==> src/rtl/bram_stream_reader.sv <==
// rtl/bram_stream_reader.sv - burst reader from a sync BRAM port into a 3-deep output stream; BRAM_READER_ABORT_EN adds abort_i
module bram_stream_reader #(
    parameter int DataWidth = 8,
    parameter int Depth     = 1024,
    localparam int AW       = $clog2(Depth) + 1
) (
    input  logic                 clk_i,
    input  logic                 rst_ni,
    input  logic                 start_i,
    input  logic [AW-1:0]        base_addr_i,
    input  logic [AW:0]          length_i,
    output logic [AW-1:0]        mem_addr_o,
    output logic                 mem_write_en_o,
    input  logic [DataWidth-1:0] mem_data_i,
    output logic [DataWidth-1:0] data_o,
    output logic                 valid_o,
    input  logic                 ready_i,
    output logic                 last_o,
    output logic                 busy_o,
`ifdef BRAM_READER_ABORT_EN
    input  logic                 abort_i,
`endif
    output logic                 done_o
);

    typedef enum logic [1:0] {IDLE, RUN, DRAIN} state_e;

    state_e               state_q, state_d;
    logic [AW-1:0]        addr_q, addr_d;
    logic [AW:0]          issue_left_q, issue_left_d;   // reads not yet issued
    logic [AW:0]          out_left_q, out_left_d;       // words not yet transferred
    logic                 issued_q, issued_d;           // mem_addr_o holds a fresh read this cycle
    logic                 inflight_q, inflight_d;       // mem_data_i carries read data this cycle
    logic                 done_q, done_d;
    logic [DataWidth-1:0] fifo_q [3];
    logic [1:0]           rd_ptr_q, rd_ptr_d;
    logic [1:0]           wr_ptr_q, wr_ptr_d;
    logic [1:0]           count_q, count_d;

    logic                 abort;
    logic                 valid;
    logic                 pop;
    logic                 push;
    logic [2:0]           outstanding;
    logic                 issue;

    function automatic logic [1:0] ptr_inc(input logic [1:0] p);
        return (p == 2'd2) ? 2'd0 : p + 2'd1;
    endfunction

    function automatic logic [AW-1:0] addr_inc(input logic [AW-1:0] a);
        return (a == AW'(Depth - 1)) ? '0 : a + AW'(1);
    endfunction

`ifdef BRAM_READER_ABORT_EN
    assign abort = abort_i && (state_q != IDLE);
`else
    assign abort = 1'b0;
`endif

    assign valid = (count_q != 2'd0);
    assign pop   = valid && ready_i;
    assign push  = inflight_q && !abort;

    // Words already owed to the FIFO, crediting this cycle's pop so a full
    // pipeline can still sustain one read per cycle without overflowing.
    assign outstanding = 3'(count_q) + 3'(issued_q) + 3'(inflight_q) - 3'(pop);
    assign issue       = (state_q == RUN) && (issue_left_q != '0) &&
                         (outstanding < 3'd3) && !abort;

    // Next-state: burst sequencing, address generation, FIFO bookkeeping.
    // The start edge itself presents the first read so data lands at edge 2.
    always_comb begin
        state_d      = state_q;
        addr_d       = addr_q;
        issue_left_d = issue_left_q;
        out_left_d   = out_left_q;
        issued_d     = 1'b0;
        inflight_d   = issued_q;
        done_d       = 1'b0;
        rd_ptr_d     = rd_ptr_q;
        wr_ptr_d     = wr_ptr_q;
        count_d      = count_q + 2'(push) - 2'(pop);

        case (state_q)
            IDLE: begin
                if (start_i) begin
                    if (length_i == '0) begin
                        done_d = 1'b1;
                    end else begin
                        state_d      = RUN;
                        addr_d       = base_addr_i;
                        issued_d     = 1'b1;
                        issue_left_d = length_i - (AW+1)'(1);
                        out_left_d   = length_i;
                    end
                end
            end
            RUN: begin
                if (issue) begin
                    addr_d       = addr_inc(addr_q);
                    issued_d     = 1'b1;
                    issue_left_d = issue_left_q - (AW+1)'(1);
                end
                if (issue_left_d == '0) begin
                    state_d = DRAIN;
                end
            end
            DRAIN: begin
            end
            default: begin
                state_d = IDLE;
            end
        endcase

        if (push) begin
            wr_ptr_d = ptr_inc(wr_ptr_q);
        end
        if (pop) begin
            rd_ptr_d   = ptr_inc(rd_ptr_q);
            out_left_d = out_left_q - (AW+1)'(1);
            if (out_left_q == (AW+1)'(1)) begin
                state_d = IDLE;
                done_d  = 1'b1;
            end
        end

        if (abort) begin
            state_d      = IDLE;
            issue_left_d = '0;
            out_left_d   = '0;
            issued_d     = 1'b0;
            inflight_d   = 1'b0;
            done_d       = 1'b1;
            rd_ptr_d     = 2'd0;
            wr_ptr_d     = 2'd0;
            count_d      = 2'd0;
        end
    end

    // Control state registers, cleared asynchronously.
    always_ff @(posedge clk_i or negedge rst_ni) begin
        if (!rst_ni) begin
            state_q      <= IDLE;
            addr_q       <= '0;
            issue_left_q <= '0;
            out_left_q   <= '0;
            issued_q     <= 1'b0;
            inflight_q   <= 1'b0;
            done_q       <= 1'b0;
            rd_ptr_q     <= 2'd0;
            wr_ptr_q     <= 2'd0;
            count_q      <= 2'd0;
        end else begin
            state_q      <= state_d;
            addr_q       <= addr_d;
            issue_left_q <= issue_left_d;
            out_left_q   <= out_left_d;
            issued_q     <= issued_d;
            inflight_q   <= inflight_d;
            done_q       <= done_d;
            rd_ptr_q     <= rd_ptr_d;
            wr_ptr_q     <= wr_ptr_d;
            count_q      <= count_d;
        end
    end

    // FIFO storage; a push into a full FIFO during a pop reuses the head slot.
    always_ff @(posedge clk_i or negedge rst_ni) begin
        if (!rst_ni) begin
            for (int i = 0; i < 3; i++) begin
                fifo_q[i] <= '0;
            end
        end else if (push) begin
            fifo_q[wr_ptr_q] <= mem_data_i;
        end
    end

    assign mem_addr_o     = addr_q;
    assign mem_write_en_o = 1'b0;
    assign valid_o        = valid;
    assign data_o         = valid ? fifo_q[rd_ptr_q] : '0;
    assign last_o         = valid && (out_left_q == (AW+1)'(1));
    assign busy_o         = (state_q != IDLE);
    assign done_o         = done_q;

endmodule

==> config.mk <==
export PLATFORM = sky130hd
export DESIGN_NAME = bram_stream_reader
export DESIGN_NICKNAME = d
export VERILOG_FILES = /design/src/rtl/bram_stream_reader.sv
export SDC_FILE = /design/constraint.sdc
export NUM_CORES = 1
export LEC_CHECK = 0
export ABC_AREA = 1
export BUFFER_PORTS_ARGS = -buffer_cell sky130_fd_sc_hd__buf_2
export CORE_MARGIN = 2
export CORE_UTILIZATION = 50
export CTS_CLUSTER_SIZE = 10
export DETAILED_ROUTE_END_ITERATION = 6
export PLACE_DENSITY_LB_ADDON = 0.08
export SLEW_MARGIN = 20
export SYNTH_ARGS = -nofsm -noshare
export SYNTH_HDL_FRONTEND = slang
export SYNTH_SLANG_ARGS = --single-unit
==> constraint.sdc <==
create_clock -name clk_i -period 7.7 [get_ports clk_i]
set_input_delay 2.31 -clock clk_i [delete_from_list [all_inputs] [get_ports clk_i]]
set_output_delay 2.31 -clock clk_i [all_outputs]
set_load 0.005 [all_outputs]
# After elaboration in Yosys (flattened, before gate mapping)
# Cells that the tools add are included.
totals:
  regBits: 70
  input_bits: 35
  output_inout_bits: 24
  wordCells: 95
classes:
  n_addsub: 11
  order_cmp: 4
  eq_ne: 10
  mux: 38
  n_bitwise: 2
  n_reduce_logical: 17
op_table:
  columns: ["operator", "count"]
  rows:
  - ["12-bit 2-to-1 mux", 8]
  - ["11-bit 2-to-1 mux", 4]
  - ["12-bit by 1-bit subtractor with 12-bit output (second input constant)", 3]
  - ["8-bit 2-to-1 mux", 4]
  - ["24-bit bitwise mux", 1]
  - ["12-bit logical NOT", 2]
  - ["12-bit case mux with 2 select lines", 1]
  - ["11-bit case mux with 2 select lines", 1]
  - ["8-bit binary-select mux with 2-bit select", 1]
  - ["8-bit demux with 2-bit select", 1]
  - ["2-bit 2-to-1 mux", 7]
  - ["12-bit by 1-bit == test with 1-bit output (second input constant)", 1]
  - ["12-bit nonzero test", 1]
  - ["11-bit by 1-bit adder with 11-bit output (second input constant)", 1]
  - ["11-bit by 10-bit == test with 1-bit output (second input constant)", 1]
  - ["2-bit nonzero test", 5]
  - ["1-bit 2-to-1 mux", 8]
  - ["2-bit != test (second input constant)", 4]
  - ["2-bit == test (second input constant)", 3]
  - ["3-bit >= comparator (second input constant)", 2]
  - ["2-bit NOT with 3-bit output", 2]
  - ["2-bit case mux with 3 select lines", 1]
  - ["3-bit AND reduction", 2]
  - ["1-bit logical AND", 5]
  - ["12 further kinds", 13]

# Logic depth before layout (Yosys ltp)
logic_depth:
  word_depth: 12
  ltp_mapped: 21
  depth_no_buf: 19

# Worst setup path after synthesis
# No wires, ideal clock.
synth_path:
  path_kind: "input port to flip-flop"
  from: "in ready_i"
  to: "reg state_q[0]"
  setup_time_ps: 121
  t_arrival_ps: 5012
  t_required_ps: 7579
  slack_ps: 2568
  path_stages: 18
  n_path_buf: 2
  path_cell_list: "inv_1 > nor2_1 > clkbuf_1 > ha_1 > fa_1 > inv_1 > fa_1 > nand2_1 > nand2_1 > nor2_4 > buf_4 > a21oi_1 > a21oi_1 > nand2_1 > nor2_1 > nand2_1 > nand2_1 > a21oi_2"
synth_between:
  elab_chain_cells: 11
synth_lines:
  columns: ["item", "line", "source"]
  rows:
  - ["start: declaration", "17", "input logic ready_i,"]
  - ["1-bit logical AND *", "62", "assign pop = valid && ready_i;"]
  - ["named net pop", "42", "logic pop;"]
  - ["3-bit by 1-bit subtractor with 3-bit output", "67", "assign outstanding = 3'(count_q) + 3'(issued_q) + 3'(inflight_q) - 3'(pop);"]
  - ["3-bit by 2-bit < comparator with 1-bit output", "69", "(outstanding < 3'd3) && !abort;"]
  - ["1-bit logical AND", "68", "assign issue = (state_q == RUN) && (issue_left_q != '0) &&"]
  - ["12-bit 2-to-1 mux", "100", "if (issue) begin"]
  - ["12-bit 2-to-1 mux", "85", "case (state_q)"]
  - ["12-bit logical NOT", "105", "if (issue_left_d == '0) begin"]
  - ["2-bit 2-to-1 mux", "105", null]
  - ["2-bit case mux with 3 select lines", "85", null]
  - ["2-bit 2-to-1 mux", "122", "if (out_left_q == (AW+1)'(1)) begin"]
  - ["2-bit 2-to-1 mux *", "119", "if (pop) begin"]
  - ["named net state_d[0]", "28", "state_e state_q, state_d;"]
  - ["end signal: assignment", "155", "state_q <= state_d;"]
  - ["end: declaration", "28", null]
# Mark *: on every way through the listed nets, which the timed path passes. The rest lies on a longest branch. The select of a mux whose other input is x is not followed.
# A chain may end at the register's enable or synchronous reset.

# Worst setup path in the final report
layout_path:
  from: "in ready_i"
  to: "reg addr_q[5], in the netlist mem_addr_o[5]"
layout_between:
  elab_chain_cells: 6
layout_lines:
  columns: ["item", "line", "source"]
  rows:
  - ["1-bit logical AND", "62", null]
  - ["3-bit by 1-bit subtractor with 3-bit output", "67", null]
  - ["3-bit by 2-bit < comparator with 1-bit output", "69", null]
  - ["1-bit logical AND", "68", null]
  - ["2-bit != test (no line)", null, null]
  - ["4-bit AND reduction (no line)", null, null]
  - ["end signal: assignment", "156", "addr_q <= addr_d;"]
  - ["end: declaration", "29", "logic [AW-1:0] addr_q, addr_d;"]
# Every way passes these cells.

==> flow_summary.rst <==
.. list-table::
   :header-rows: 1

   * - Metric
     - Value
   * - Status
     - finished, final reports clean
   * - Maximum fanout along the worst path
     - 12
   * - Standard-cell row count
     - 33
   * - Cell-by-cell listing of the critical path
     - buf_2 > inv_1 > nor2_1 > ha_1 > fa_1 > inv_1 > fa_1 > nand2_1 > nand2_1 > nor2_4 > nand2_4 > nand2_1 > clkinv_1 > a21oi_1 > a22oi_1
   * - Number of global-route vias before repair
     - 3,842
   * - DP Cell Count
     - 752
   * - Worst path arrival time
     - 5.31 ns
   * - Post-route cell area
     - 4900 um2
   * - Max Transition Viols Final
     - 0
   * - Setup Buffers After CTS
     - 0
   * - CTS max path bufs
     - 2
   * - TritonCTS buffer count
     - 9
   * - Combinational family with the most area after synthesis
     - simple AND/OR/NAND/NOR gates
   * - Height of the die
     - 96.8 um
   * - Area of the die
     - 9370 um2
   * - Initial Util
     - 0.519
   * - Die extent in x
     - 96.8 um
   * - Final count of negative-setup-slack endpoints
     - 0
   * - Latest clock arrival within the worst-skew pair
     - 0.35 ns
   * - Post-route insts no fill
     - 769
   * - RSZ-0062 raised after global routing
     - no
   * - DRC violations left
     - 0
   * - Sinks on Clock Net
     - 70
   * - Max_slew headroom
     - 0.406
   * - Setup skew after layout
     - 0.00516 ns
   * - Mux contribution to synthesized area
     - 0.00232
   * - Total global routing overflow
     - 0
   * - Final period util
     - 0.660
   * - Mapped Avg Cell Area
     - 7.16 um2
   * - IO buf count
     - 57
   * - Number of detailed-routing iterations run before antenna repair
     - 5
   * - Kind of critical path
     - input pin to register
   * - Critical Path End Type
     - register
   * - Number of synthesized register bits
     - 70
   * - Area Overhead vs Synth
     - 13.7%
   * - Clock tree from TritonCTS
     - built
   * - H-tree Lvls
     - 3
   * - Number of gates resized after CTS
     - 0
   * - CTS root buf
     - clkbuf_8
   * - Pwr dens
     - 474 nW/um2
   * - Fill cell instance count of the final layout
     - 779
   * - Final Hold Viols
     - 0
   * - Syn Inst Count
     - 602
   * - Xor and xnor area share after synthesis
     - 0.0285
   * - Leakage Power
     - 2.55 nW
   * - Minimum clock period after layout
     - 5.08 ns
   * - Vias per cell
     - 5.37
   * - Global router's overall resource usage
     - 0.239
   * - Area used by multi-input combinational logic
     - 2180 um2
   * - Net Count, Synth
     - 647
   * - Area of the core
     - 8300 um2
   * - Post-DR wirelength/cell
     - 14.0 um
   * - Most common library cell in the layout ignoring fill and taps
     - nand2_1
   * - Number of flops mapped to enable cells by yosys
     - 0
   * - Largest stage delay on the critical path
     - 0.43 ns
   * - Seq. cell area
     - 1750 um2
   * - Critical-path cell with the highest stage delay
     - fa_1
   * - Top_reg_cell synth
     - dfrtp_1
   * - Num ports
     - 59
   * - Max_cap viols
     - 0
   * - Maximum ir drop on the vdd rail
     - 0.192 mV
   * - Final design utilization
     - 0.590
   * - Synthesized-area fraction occupied by and/or/nand/nor cells
     - 0.299
   * - Highest clock rate
     - 197 MHz
   * - Total via count after detailed routing
     - 4,131
   * - Final antenna-violating net count
     - 0
   * - Detailed-placement wirelength estimate
     - 7710 um
   * - Hold-fix buffers, CTS
     - 0
   * - Synthesized cell area
     - 4310 um2
   * - Worst min-delay path category
     - register to register
   * - Initial antenna violation count
     - 1
   * - Largest net degree at the start of global routing
     - 71
   * - Global-route wire length before repair
     - 18,300 um
   * - Clock input transition at the sequential cells of the worst setup and hold paths
     - 0.08 ns
   * - Compound-Gate Fraction of Synth Area
     - 0.142
   * - Count of distinct cell types in the synthesized netlist
     - 38
   * - Routability-driven placement congestion ratio
     - 0.908
   * - Synth Area in Adders
     - 0.0325
   * - Startpoint type of the worst setup path
     - input pin
   * - Total Neg Setup Slack
     - 0 ns
   * - Critical path required time
     - 7.93 ns
   * - Asr flop ratio synth
     - 1.00
   * - Cell area after placement
     - 4670 um2
   * - Leading cell types in the layout, fill and taps excluded
     - nand2_1 (173), inv_1 (78), dfrtp_1 (70), buf_2 (57)
   * - Total length of routed wires
     - 10,800 um
   * - Post-layout net count
     - 703
   * - Synthesis Warnings
     - 0
   * - Fraction of final layout cells sized beyond drive strength 1
     - 0.130
   * - Sequential element share of the synthesized area
     - 0.407
   * - Cell type with the highest occurrence count on the critical path
     - nand2_1
   * - Slew at the pin closest to its max-slew limit
     - 0.891 ns
   * - Initial DRC Count
     - 194
-- layout make-up --
class,instances,area share
Clock buffer,9,0.0253
Antenna cell,1,0.000511
Multi-Input combinational cell,436,0.445
Tap cell,105,0.0268
Sequential cell,70,0.358
Clock inverter,7,0.0210
Inverter,82,0.0629
Timing Repair Buffer,59,0.0613
-- cell families (layout without fill, tap and decap cells) --
| logic type | after synthesis | in the layout |
|---|---|---|
| xor gates and xnor gates | 14 | 14 |
| DFF | 70 | 70 |
| muxes | 1 | 1 |
| AOI/OAI and AO/OA | 107 | 107 |
| other | 1 | 2 |
| buffers and inverters | 96 | 157 |
| adders and majority gates | 10 | 10 |
| and+or+nand+nor | 303 | 303 |
-- worst max-delay path: cells and delay by family --
family / cells / cell delay (ns)
buffers and inverters: 4 / 0.56
AO/OA/AOI/OAI: 2 / 0.30
adder cells (fa/ha/maj): 3 / 1.06
AND/OR/NAND/NOR: 6 / 1.06
-- registers in the layout, indices dropped and copies added (netlist names) --
name / cells
fifo_q: 24
mem_addr_o: 11
inflight_d: 1
state_q: 2
out_left_q: 12
issue_left_q: 12
rd_ptr_q: 2
count_q: 2
done_o: 1
wr_ptr_q: 2
inflight_q: 1
-- where the power goes --
part	switching [mW]	leakage, nW	internal (mW)
clock	0.158	0.111	0.186
combinational	0.821	1.59	0.461
sequential	0.145	0.849	0.552
-- per-layer routing --
layer / wire length (um) / vias to the layer above / part of all wire / track usage
met5: 0 / - / 0 / 0
met4: 172 / 0 / 0.016 / 0.0813
met3: 592 / 13 / 0.055 / 0.0441
met2: 5040 / 128 / 0.47 / 0.380
met1: 4970 / 1923 / 0.46 / 0.330
li1: - / 2067 / - / -
-- metrics by stage --
stage / worst slack (ns) / total power [mW] / hold slack [ns]
floorplan: 2.57 / 1.67 / 0.354
global placement: 2.39 / 1.94 / 0.375
detailed placement: 2.24 / 1.98 / 0.374
CTS: 2.63 / 2.33 / 0.392
global route: 2.36 / 2.57 / 0.396
finish: 2.62 / 2.32 / 0.388
-- synth_stat cells (all sizes together) (7+ instances only) --
master,n,area [um2]
nand2,176,678
nand3,47,240
nor2,60,250
ha,8,100
xor2,9,78.8
clkbuf,8,30.0
o211ai,10,75.1
inv,79,297
nor3,7,35.0
o21ai,56,280
dfrtp,70,1750
a21oi,24,124
-- worst paths after layout --
| path | cells after the start | start | end | slack (ns) |
|---|---|---|---|---|
| worst max-delay path | 15 | ready_i | mem_addr_o[5] | 2.62 |
| worst min-delay path | 0 | inflight_d | inflight_q | 0.39 |
| min in group asynchronous | 2 | rst_ni | out_left_q[4] | 2.16 |
| max in group asynchronous | 2 | rst_ni | mem_addr_o[6] | 4.95 |
| worst max register to register | 14 | count_q[1] | mem_addr_o[5] | 4.19 |
| worst min register to register | 0 | inflight_d | inflight_q | 0.39 |
Note: power is estimated with default switching activity, not from simulation.
